**src/rtl/ppt_slide_ctrl.sv**
```systemverilog
// Presentation-clicker sequencer: debounced next/prev/home buttons -> slide counter + key codes.
// Latency: press event to slide/key_valid update is 1 cycle; debounce adds 2 sync + DB_CYCLES.
// Backpressure: key_valid/key_code held until key_ready; presses during SEND/HOLDOFF are dropped.
//
// Ports: clk/rst (sync, active-high), ena (gates acceptance of new events only),
//        btn_next/btn_prev/btn_home (raw async buttons), key_ready/key_valid/key_code
//        (handshake to key sender, 01=next 10=prev 11=home), slide (current number),
//        seg (hex 7-seg of slide, {g,f,e,d,c,b,a}), busy (FSM not idle).
// Optional macro PPT_WRAP_EN: next at SLIDE_MAX wraps to 0, prev at 0 wraps to SLIDE_MAX.
module ppt_slide_ctrl #(
    parameter int DB_CYCLES      = 1000,
    parameter int SLIDE_MAX      = 15,
    parameter int HOLDOFF_CYCLES = 8
) (
    input  logic       clk,
    input  logic       rst,
    input  logic       ena,
    input  logic       btn_next,
    input  logic       btn_prev,
    input  logic       btn_home,
    input  logic       key_ready,
    output logic       key_valid,
    output logic [1:0] key_code,
    output logic [3:0] slide,
    output logic [6:0] seg,
    output logic       busy
);
    localparam int DW = $clog2(DB_CYCLES + 1);
    localparam int HW = (HOLDOFF_CYCLES > 1) ? $clog2(HOLDOFF_CYCLES) : 1;

    typedef enum logic [1:0] {IDLE, SEND, HOLDOFF} state_t;

    // Button vector index: 0 = next, 1 = prev, 2 = home.
    logic [2:0]    btn;
    logic [2:0]    sync1, sync2, stable, press;
    logic [DW-1:0] db_cnt [3];

    state_t        state, state_nxt;
    logic [HW-1:0] hold_cnt;
    logic          accept;
    logic [3:0]    slide_nxt;
    logic [1:0]    code_nxt;

    assign btn = {btn_home, btn_prev, btn_next};

    // Synchroniser and debounce. press is a registered one-cycle pulse on a 0->1 flip.
    always_ff @(posedge clk) begin
        if (rst) begin
            sync1  <= '0;
            sync2  <= '0;
            stable <= '0;
            press  <= '0;
            for (int i = 0; i < 3; i++) db_cnt[i] <= '0;
        end else begin
            sync1 <= btn;
            sync2 <= sync1;
            press <= '0;
            for (int i = 0; i < 3; i++) begin
                if (sync2[i] == stable[i]) begin
                    db_cnt[i] <= '0;
                end else if (db_cnt[i] == DW'(DB_CYCLES - 1)) begin
                    db_cnt[i] <= '0;
                    stable[i] <= ~stable[i];
                    press[i]  <= ~stable[i];
                end else begin
                    db_cnt[i] <= db_cnt[i] + 1'b1;
                end
            end
        end
    end

    // Event arbitration (home > prev > next) and slide arithmetic. Priority is
    // resolved before the boundary check, so a lower-priority event never
    // substitutes for an ignored boundary event.
    always_comb begin
        accept    = 1'b0;
        slide_nxt = slide;
        code_nxt  = key_code;
        if (state == IDLE && ena) begin
            if (press[2]) begin
                accept    = 1'b1;
                slide_nxt = 4'd0;
                code_nxt  = 2'b11;
            end else if (press[1]) begin
                if (slide != 4'd0) begin
                    accept    = 1'b1;
                    slide_nxt = slide - 4'd1;
                    code_nxt  = 2'b10;
                end else begin
`ifdef PPT_WRAP_EN
                    accept    = 1'b1;
                    slide_nxt = 4'(SLIDE_MAX);
                    code_nxt  = 2'b10;
`endif
                end
            end else if (press[0]) begin
                if (slide < 4'(SLIDE_MAX)) begin
                    accept    = 1'b1;
                    slide_nxt = slide + 4'd1;
                    code_nxt  = 2'b01;
                end else begin
`ifdef PPT_WRAP_EN
                    accept    = 1'b1;
                    slide_nxt = 4'd0;
                    code_nxt  = 2'b01;
`endif
                end
            end
        end
    end

    // FSM state register.
    always_ff @(posedge clk) begin
        if (rst) state <= IDLE;
        else     state <= state_nxt;
    end

    // FSM next-state logic.
    always_comb begin
        state_nxt = state;
        case (state)
            IDLE:    if (accept) state_nxt = SEND;
            SEND:    if (key_ready) state_nxt = (HOLDOFF_CYCLES == 0) ? IDLE : HOLDOFF;
            HOLDOFF: if (hold_cnt == HW'(HOLDOFF_CYCLES - 1)) state_nxt = IDLE;
            default: state_nxt = IDLE;
        endcase
    end

    // FSM outputs.
    always_comb begin
        key_valid = (state == SEND);
        busy      = (state != IDLE);
    end

    // Datapath registers: slide/key_code only move on an accepted event.
    always_ff @(posedge clk) begin
        if (rst) begin
            slide    <= 4'd0;
            key_code <= 2'b00;
            hold_cnt <= '0;
        end else begin
            if (accept) begin
                slide    <= slide_nxt;
                key_code <= code_nxt;
            end
            if (state == HOLDOFF) hold_cnt <= hold_cnt + 1'b1;
            else                  hold_cnt <= '0;
        end
    end

    // Hex digit decode, segments {g,f,e,d,c,b,a}.
    always_comb begin
        case (slide)
            4'h0: seg = 7'b0111111;
            4'h1: seg = 7'b0000110;
            4'h2: seg = 7'b1011011;
            4'h3: seg = 7'b1001111;
            4'h4: seg = 7'b1100110;
            4'h5: seg = 7'b1101101;
            4'h6: seg = 7'b1111101;
            4'h7: seg = 7'b0000111;
            4'h8: seg = 7'b1111111;
            4'h9: seg = 7'b1101111;
            4'hA: seg = 7'b1110111;
            4'hB: seg = 7'b1111100;
            4'hC: seg = 7'b0111001;
            4'hD: seg = 7'b1011110;
            4'hE: seg = 7'b1111001;
            default: seg = 7'b1110001;
        endcase
    end
endmodule

```
**config.mk**
```make
export PLATFORM = sky130hd
export DESIGN_NAME = ppt_slide_ctrl
export DESIGN_NICKNAME = d
export VERILOG_FILES = /design/src/rtl/ppt_slide_ctrl.sv
export SDC_FILE = /design/constraint.sdc
export NUM_CORES = 1
export LEC_CHECK = 0
export CAP_MARGIN = 40
export CORE_UTILIZATION = 52
export DETAILED_ROUTE_END_ITERATION = 8
export HOLD_SLACK_MARGIN = 0.08
export MAX_ROUTING_LAYER = met4
export PLACE_DENSITY = 0.81
export SLEW_MARGIN = 10
export SYNTH_ARGS = -nofsm -noshare
export SYNTH_HDL_FRONTEND = slang
export SYNTH_SLANG_ARGS = --single-unit
```
**constraint.sdc**
```tcl
create_clock -name clk -period 2.5 [get_ports clk]
set_clock_uncertainty 0.1 [all_clocks]
set_input_delay 0.5 -clock clk [delete_from_list [all_inputs] [get_ports clk]]
set_output_delay 0.5 -clock clk [all_outputs]
set_load 0.05 [all_outputs]
```
* Yosys cells after proc, flatten, opt, wreduce, memory -nomap -nowiden
Memory sizes are Yosys's and may differ from the RTL's. A register that Yosys moved wholly into a read port is not among the register bits.
Index checks and enable logic that the tools add are counted.
Widths: inputs -> output; s select.
** Operators by class
- Order comparisons :: 1
- Add/subtract/negate cells :: 6
- Reduce and logical (&&, ||, !) cells :: 15
- Equality and inequality tests :: 13
- Multiplexer cells :: 66
- Bitwise logic cells :: 19
** Operator list (number)
- $mux 10 :: 9
- $mux 1 :: 41
- $add 10x1->10 const B :: 3
- $eq 10x10->1 const B :: 3
- $mux 4 :: 7
- $mux 2 :: 8
- $not 1->1 :: 10
- $or 1x1->1 :: 9
- $reduce_or 3->1 :: 3
- $ne 2x2->1 const B :: 3
- $pmux 2 s3 :: 1
- $reduce_and 2->1 :: 3
- $reduce_bool 3->1 :: 2
- $reduce_and 5->1 :: 1
- $add 4x1->4 const B :: 1
- $lt 4x4->1 const B :: 1
- $reduce_bool 4->1 :: 1
- $sub 4x1->4 const B :: 1
- $add 3x1->3 const B :: 1
- $eq 1x1->1 :: 3
- $eq 3x3->1 const B :: 1
- $ne 3x1->1 const B :: 1
- $reduce_and 3->1 :: 1
- $eq 2x1->1 const B :: 1
- other kinds (5) :: 5
** Storage, ports and cells
- Bits of input ports :: 7
- Register bits :: 23
- Bits in writable memories :: 30
- Memories :: 2
- Bits in read-only memories :: 112
- Word-level logic and storage cells :: 134
** Memories
- (name not given) :: words 16, bits a word 7, read ports 1, clocked after memory_dff 1, write ports 0, RTL line 153 : case (slide)
- db_cnt :: words 3, bits a word 10, read ports 3, clocked after memory_dff 0, write ports 3, RTL line 36 : logic [DW-1:0] db_cnt [3];

* Depth between registers and ports, before layout
Gate-level depths: netlist of the first run.
- Depth after elaboration :: 9
- Mapped depth :: 11
- Depth with buffers taken out :: 10

* Worst setup path after synthesis of the first run
Ideal clock, no wire load.
- Kind :: register to register
- Start :: register slide[0]
- End :: register, netlist name seg[0]
- Stages on the path, launching flop included :: 11
- Period minus slack after synthesis :: 2998 ps
- Path slack :: -498 ps
- Data required time :: 2308 ps
- Arrival time :: 2806 ps
- Path buffers :: 0
- Cells stage by stage :: dfxtp_1 > inv_1 > fa_1 > a2111oi_0 > nand3_1 > o31ai_1 > inv_1 > ha_1 > inv_1 > nor3_1 > nor4_1
** Between the ends
- Cells in the longest elaborated chain, start to end :: 9
** RTL lines
- start, declared :: RTL line 24 : output logic [3:0] slide,
- start signal, assigned :: RTL line 143 : slide <= slide_nxt;
- $lt 4x4->1 :: RTL line 97 : if (slide < 4'(SLIDE_MAX)) begin
- $mux 1 :: RTL line 97
- $mux 1 :: RTL line 96 : end else if (press[0]) begin
- $mux 1 :: RTL line 84 : end else if (press[1]) begin
- $mux 1 :: RTL line 80 : if (press[2]) begin
- $mux 1 :: RTL line 79 : if (state == IDLE && ena) begin
- $reduce_and 5->1 (no source line)
- $mux 4 (no source line) * (2 in a row)
Every way passes the cells marked *; elsewhere a longest branch is shown, timed or not. The select of a mux whose other input is x is not followed.
A chain may end at the register's enable or synchronous reset.

* Worst setup path in the final report of the first run
- Start :: register press[1]
- End :: register, netlist name seg[0]
** Between the ends
- Cells in the longest elaborated chain, start to end :: 6
** RTL lines
- start, declared :: RTL line 35 : logic [2:0] sync1, sync2, stable, press;
- start signal, assigned by index :: RTL line 64 : press[i] <= ~stable[i];
- $mux 1 :: RTL line 84
- $mux 1 :: RTL line 80
- $mux 1 :: RTL line 79
- $reduce_and 5->1 (no source line)
- $mux 4 (no source line) * (2 in a row)
Every way passes the cells marked *; elsewhere a longest branch is shown, timed or not.

==> results.cfg, run 1 <==
[place]
place_area_um2 = 3690
gp_congestion = 0.892
preCtsSetupSlack_ps = -513
dp_hpwl_um = 4240
portBuffers = 21
dp_cells = 437

[power]
p_total_mw = 1.98
peakVddDrop_v = 0.000414
p_leak_nw = 1.70
power_density_nw_per_um2 = 474

[critical_path]
worstReg2RegStart = press[1]
critPathMaxStageDelay_ps = 660
rrSetupSlack_ps = -400
path_buf_inv = 3
path_class = reg -> reg
cp.depth = 10
crit_required_ps = 2630
cpMaxStageDelayCell = a2111oi_0
crit_chain = buf_6, inv_4, fa_1, xor2_1, a2111oi_0, and3_1, a31oi_4, inv_2, nor3_2, nor4_4
endpoint = seg[0]
cp_top_family = compound AO/OA/AOI/OAI gates
critical_path.max_fanout = 9
cp-start-kind = flop
endpoint_kind = flop
crit_start = press[1]
critPathArrivalTime_ps = 3040
worstReg2RegEnd = seg[0]
rr_worst_depth = 10

[sta]
hold_viol = 0
setup_viol_count_final = 8
fin_crit_sh_pct = 116
tightest_slew_ps = 709
layout_setup_ws_ps = -405
rsz0062_at_grt = true
relSlewSlack_pct = 51.5
slew_violations = 0
period_needed_ps = 2900
fmax_mhz = 344

[grt]
antenna_found_initial = 0
grt_pass1_wl_um = 11300
grt_max_degree = 22
grt_use_total_pct = 25.2
grt_pass1_vias = 2493
gr-total-overflow = 0

[final_layout]
finalCoreUtilization_pct = 75.5
area_growth_syn_to_layout_pct = 39.0
diodes = 0
nets = 415
final_cell_mix = 42 x buf_4, 40 x nor2_1, 30 x edfxtp_1, 30 x conb_1, 25 x dfxtp_1
nFillCells = 351
drive_above_1_share_pct = 26.1
stdcell_area_um2 = 4180
mostFrequentLayoutCell = buf_4
instances_no_fill = 470

[outcome]
status = complete, but fails checks
violations = setup timing

[routing]
firstDrtPassIters = 5
drc = 0
drt_iter0_markers = 139
wl_per_cell_um = 16.1
vias = 2546
ant_nets = 0
drt-total-wl_um = 7550
vias_per_cell = 5.42

[die]
dieArea_um2 = 6090
coreArea_um2 = 5540
rows = 27
die_x_um = 78.1
io_pins = 22
start_util_pct = 54.3
die_h_um = 78.1

[logic_synthesis]
synthCells = 288
synth_edf_count = 30
yosys.area.top_type_share_pct = 30.0
ys_seq_area_share_pct = 49.9
netlist_area_um2 = 3010
yosys.area.top_type = edfxtp_1
avgSynthCellArea_um2 = 10.4
ys_async_sr_fraction_pct = 0
ys.flop_type = edfxtp_1
ys_top_cells_by_area = edfxtp_1 30%, dfxtp_1 20%, ha_1 5.8%, nor2_1 5.0%, xnor2_1 3.8%
synth-seq-cells = 60
ys_types = 46
yosys_warnings = 0

[clock_tree]
cts.path.max_buffers = 2
cts-root-buf = clkbuf_8
cts-buffers-inserted = 9
clk_pin_slew_ps = 70
clkLatencyLatePin_ps = 340
hold_buffers = 0
cts_tree = built
cts_max_level = 3
clock-sinks = 60

[run]
maxCapViolCount = 0

[worst_hold_path]
min_path_type = reg -> reg
[Yosys cell counts (4+ instances only)]
cell / count
nor2_1: 40
or3_1: 8
xor2_1: 11
nand4_1: 4
edfxtp_1: 30
nand3_1: 9
xnor2_1: 13
clkbuf_1: 7
mux2i_1: 6
inv_1: 14
nor3_1: 10
dfxtp_1: 30
and3_1: 7
ha_1: 14
nand2_1: 10
nor2b_1: 8
a21oi_1: 9
o21ai_0: 10
[routing by layer]
metal	share of wire [%]	GRT usage, %
met3	5.6	6.05
met4	2.5	11.1
met5	0	-
met1	39	26.5
met2	53	44.6
[worst min-delay path by stage]
stage / endpoint / cells past startpoint / slack [ps] / start
after floorplan: hold_cnt[0] / 1 / 300 / hold_cnt[0]
after global placement: hold_cnt[0] / 1 / 310 / hold_cnt[0]
after detailed placement: hold_cnt[0] / 1 / 320 / hold_cnt[0]
after CTS: hold_cnt[0] / 1 / 330 / hold_cnt[0]
after global routing: hold_cnt[0] / 1 / 360 / hold_cnt[0]
final: hold_cnt[0] / 1 / 330 / hold_cnt[0]
[where the power goes]
| part | internal [mW] | switching (mW) | leakage (nW) |
|---|---|---|---|
| clock | 0.452 | 0.375 | 0.0951 |
| combinational | 0.0357 | 0.0445 | 1.05 |
| sequential | 1.05 | 0.0224 | 0.556 |
[through the flow]
step	hold slack, ps	TNS (ps)
2_1_floorplan	298	0
3_3_place_gp	308	-2750
3_5_place_dp	321	-3250
4_1_cts	332	-127
5_1_grt	355	-1710
6_report	330	-2050
[state kept, by name (all words and copies together), names as in the netlist]
signal and cells:
db_cnt 30, hold_cnt 3, key_code 2, press 3, seg 7, slide 4
stable 3, state 2, sync1 3, sync2 3
[timing repair]
action	in CTS	in global routing
endpoints found under the setup margin	8	7
buffers inserted	10	7
endpoints found under the hold margin	0	0
resized for setup	26	12
pin swaps	14	8
[kinds of logic (layout without fill, tap and decap cells)]
kind of cell | Yosys count | count (layout) | share of synthesized area, %
DFF | 60 | 60 | 49.9
AOI/OAI and AO/OA | 36 | 36 | 8.32
muxes | 8 | 8 | 3.00
and+or+nand+nor | 120 | 120 | 21.9
other | 1 | 30 | 0.125
adders and majority gates | 15 | 15 | 6.49
xor gates and xnor gates | 24 | 24 | 6.99
buffers and inverters | 24 | 105 | 3.24
[area by class of cell]
type	instances	area (um^2)	share of cell area [%]
Multi-Input combinational cell	233	1670	39.9
Sequential cell	60	1520	36.3
Timing Repair Buffer	73	658	15.7
Clock buffer	10	128	3.05
Tap cell	72	90.1	2.16
Inverter	16	62.6	1.50
Clock inverter	6	56.3	1.35
(Power assumes the default switching activity.)
==> inputs of run 2 (changes only) <==
--- a/config.mk
+++ b/config.mk
@@ -7,6 +7,7 @@
 export LEC_CHECK = 0
 export CAP_MARGIN = 40
 export CORE_UTILIZATION = 52
+export CTS_BUF_LIST = sky130_fd_sc_hd__clkbuf_16
 export DETAILED_ROUTE_END_ITERATION = 8
 export HOLD_SLACK_MARGIN = 0.08
 export MAX_ROUTING_LAYER = met4
==> run 2 against run 1 <==
Effect of this change: the run still ends with setup timing left; hold slack got worse by 3.5 ps; first-iteration DRC count decreased by 18%; critical path depth unchanged; utilization increased by 1.6 points; sequential power about the same; setup slack improved by 210 ps; non-clock buffer count decreased by 5; cell area increased by 2.1%; largest cell class unchanged.
==> results.cfg, run 2 (synthesis results as in run 1) <==
[grt]
gr-total-overflow = 0
grt_pass1_wl_um = 11800
grt_use_total_pct = 26.3
antenna_found_initial = 0
grt_pass1_vias = 2567
grt_max_degree = 22

[sta]
hold_viol = 0
fmax_mhz = 372
relSlewSlack_pct = 61.8
hold_slack_ps = 326
fin_crit_sh_pct = 108
rsz0062_at_grt = true
slew_violations = 0
layout_setup_ws_ps = -191
period_needed_ps = 2690
tns_ps = -953
setup_viol_count_final = 7
tightest_slew_ps = 568

[final_layout]
final_cell_mix = 39 x nor2_1, 37 x buf_4, 30 x edfxtp_1, 30 x conb_1, 25 x dfxtp_1
diodes = 0
instances_no_fill = 465
nets = 410
area_growth_syn_to_layout_pct = 41.8
mostFrequentLayoutCell = nor2_1
drive_above_1_share_pct = 25.2
max_flop_register = db_cnt
stdcell_area_um2 = 4270
finalCoreUtilization_pct = 77.0
nFillCells = 348
largest_reg_flops = 30

[power]
peakVddDrop_v = 0.000410
power_density_nw_per_um2 = 548
p_leak_nw = 1.72
p_total_mw = 2.34

[place]
preCtsSetupSlack_ps = -513
portBuffers = 21
dp_cells = 437
place_area_um2 = 3690
gp_congestion = 0.892
dp_hpwl_um = 4240

[routing]
vias_per_cell = 5.39
drt_iter0_markers = 114
drt-total-wl_um = 7460
ant_nets = 0
wl_per_cell_um = 16.0
vias = 2508
drc = 0
firstDrtPassIters = 4

[outcome]
violations = setup timing
status = complete, but fails checks

[critical_path]
worstReg2RegEnd = seg[5]
cp-start-kind = flop
critPathMaxStageDelay_ps = 490
critPathArrivalTime_ps = 2790
worstReg2RegStart = press[1]
rrSetupSlack_ps = -190
crit_required_ps = 2600
path_class = reg -> reg
rr_worst_depth = 10
path_buf_inv = 3
cpMaxStageDelayCell = a2111oi_0
cp_top_family = simple AND/OR/NAND/NOR gates
crit_chain = buf_6, ha_1, buf_4, xor2_1, a2111oi_0, and3_1, a31oi_4, buf_12, nor3_1, nor3_1
critical_path.max_fanout = 6
endpoint_kind = flop
path_common_cell = nor3_1

[die]
die_h_um = 78.1
dieArea_um2 = 6090
start_util_pct = 54.3
coreArea_um2 = 5540
die_x_um = 78.1
io_pins = 22
rows = 27

[clock_tree]
cts-buffers-inserted = 9
hold_buffers = 0
clkLatencyLatePin_ps = 320
cts_max_level = 3
clk_pin_slew_ps = 60
clock-sinks = 60
cts-root-buf = clkbuf_16
cts.path.max_buffers = 2
cts_tree = built

[worst_hold_path]
holdPathEnd = hold_cnt[0]
min_path_type = reg -> reg
hold_depth = 1
hp-start = hold_cnt[0]

[run]
maxCapViolCount = 0
==> run 2: cell count changes in the layout (fill, tap and decap cells not counted), sizes merged <==
cell	change
buf	-5
clkbuf	-1
dlygate4sd2	+1
dlymetal6s2s	-1
inv	+1
==> run 2: layer usage <==
metal | wire, um | vias to the layer above | GRT usage [%]
met5 | 0 | - | -
met4 | 223 | 0 | 14.3
met3 | 325 | 21 | 6.74
met2 | 3910 | 65 | 44.8
met1 | 3000 | 1224 | 28.1
li1 | - | 1198 | -
==> run 2: how the worst max path moves through the flow <==
stage                   from     end  slack [ps]  cells after the start
floorplan           slide[0]  seg[0]          20                     10
global placement         ena  seg[3]        -430                      9
detailed placement       ena  seg[0]        -510                      9
CTS                 press[1]  seg[3]         -60                     11
global route        press[1]  seg[3]        -210                     11
finish              press[1]  seg[5]        -190                     10
==> run 2: repair_timing <==
item	CTS	global route
resized for setup	26	13
pin swaps	13	5
buffers inserted	11	2
setup endpoints to repair	8	8
==> run 2: report_power, final <==
group | internal, mW | switching (mW) | leakage [nW] | total (mW)
Clock | 0.757 | 0.424 | 0.145 | 1.18
Combinational | 0.0363 | 0.0455 | 1.02 | 0.0818
Sequential | 1.06 | 0.0220 | 0.556 | 1.08
Total | 1.85 | 0.491 | 1.72 | 2.34
==> run 2: area by class of cell <==
| cell class | instances | area [um^2] | share of cell area [%] |
|---|---|---|---|
| clock inverter | 7 | 60.1 | 1.41 |
| multi-input combinational | 233 | 1690 | 39.5 |
| inverter | 16 | 62.6 | 1.47 |
| timing repair buffer | 68 | 626 | 14.7 |
| tap | 72 | 90.1 | 2.11 |
| clock buffer | 9 | 225 | 5.28 |
| sequential | 60 | 1520 | 35.6 |
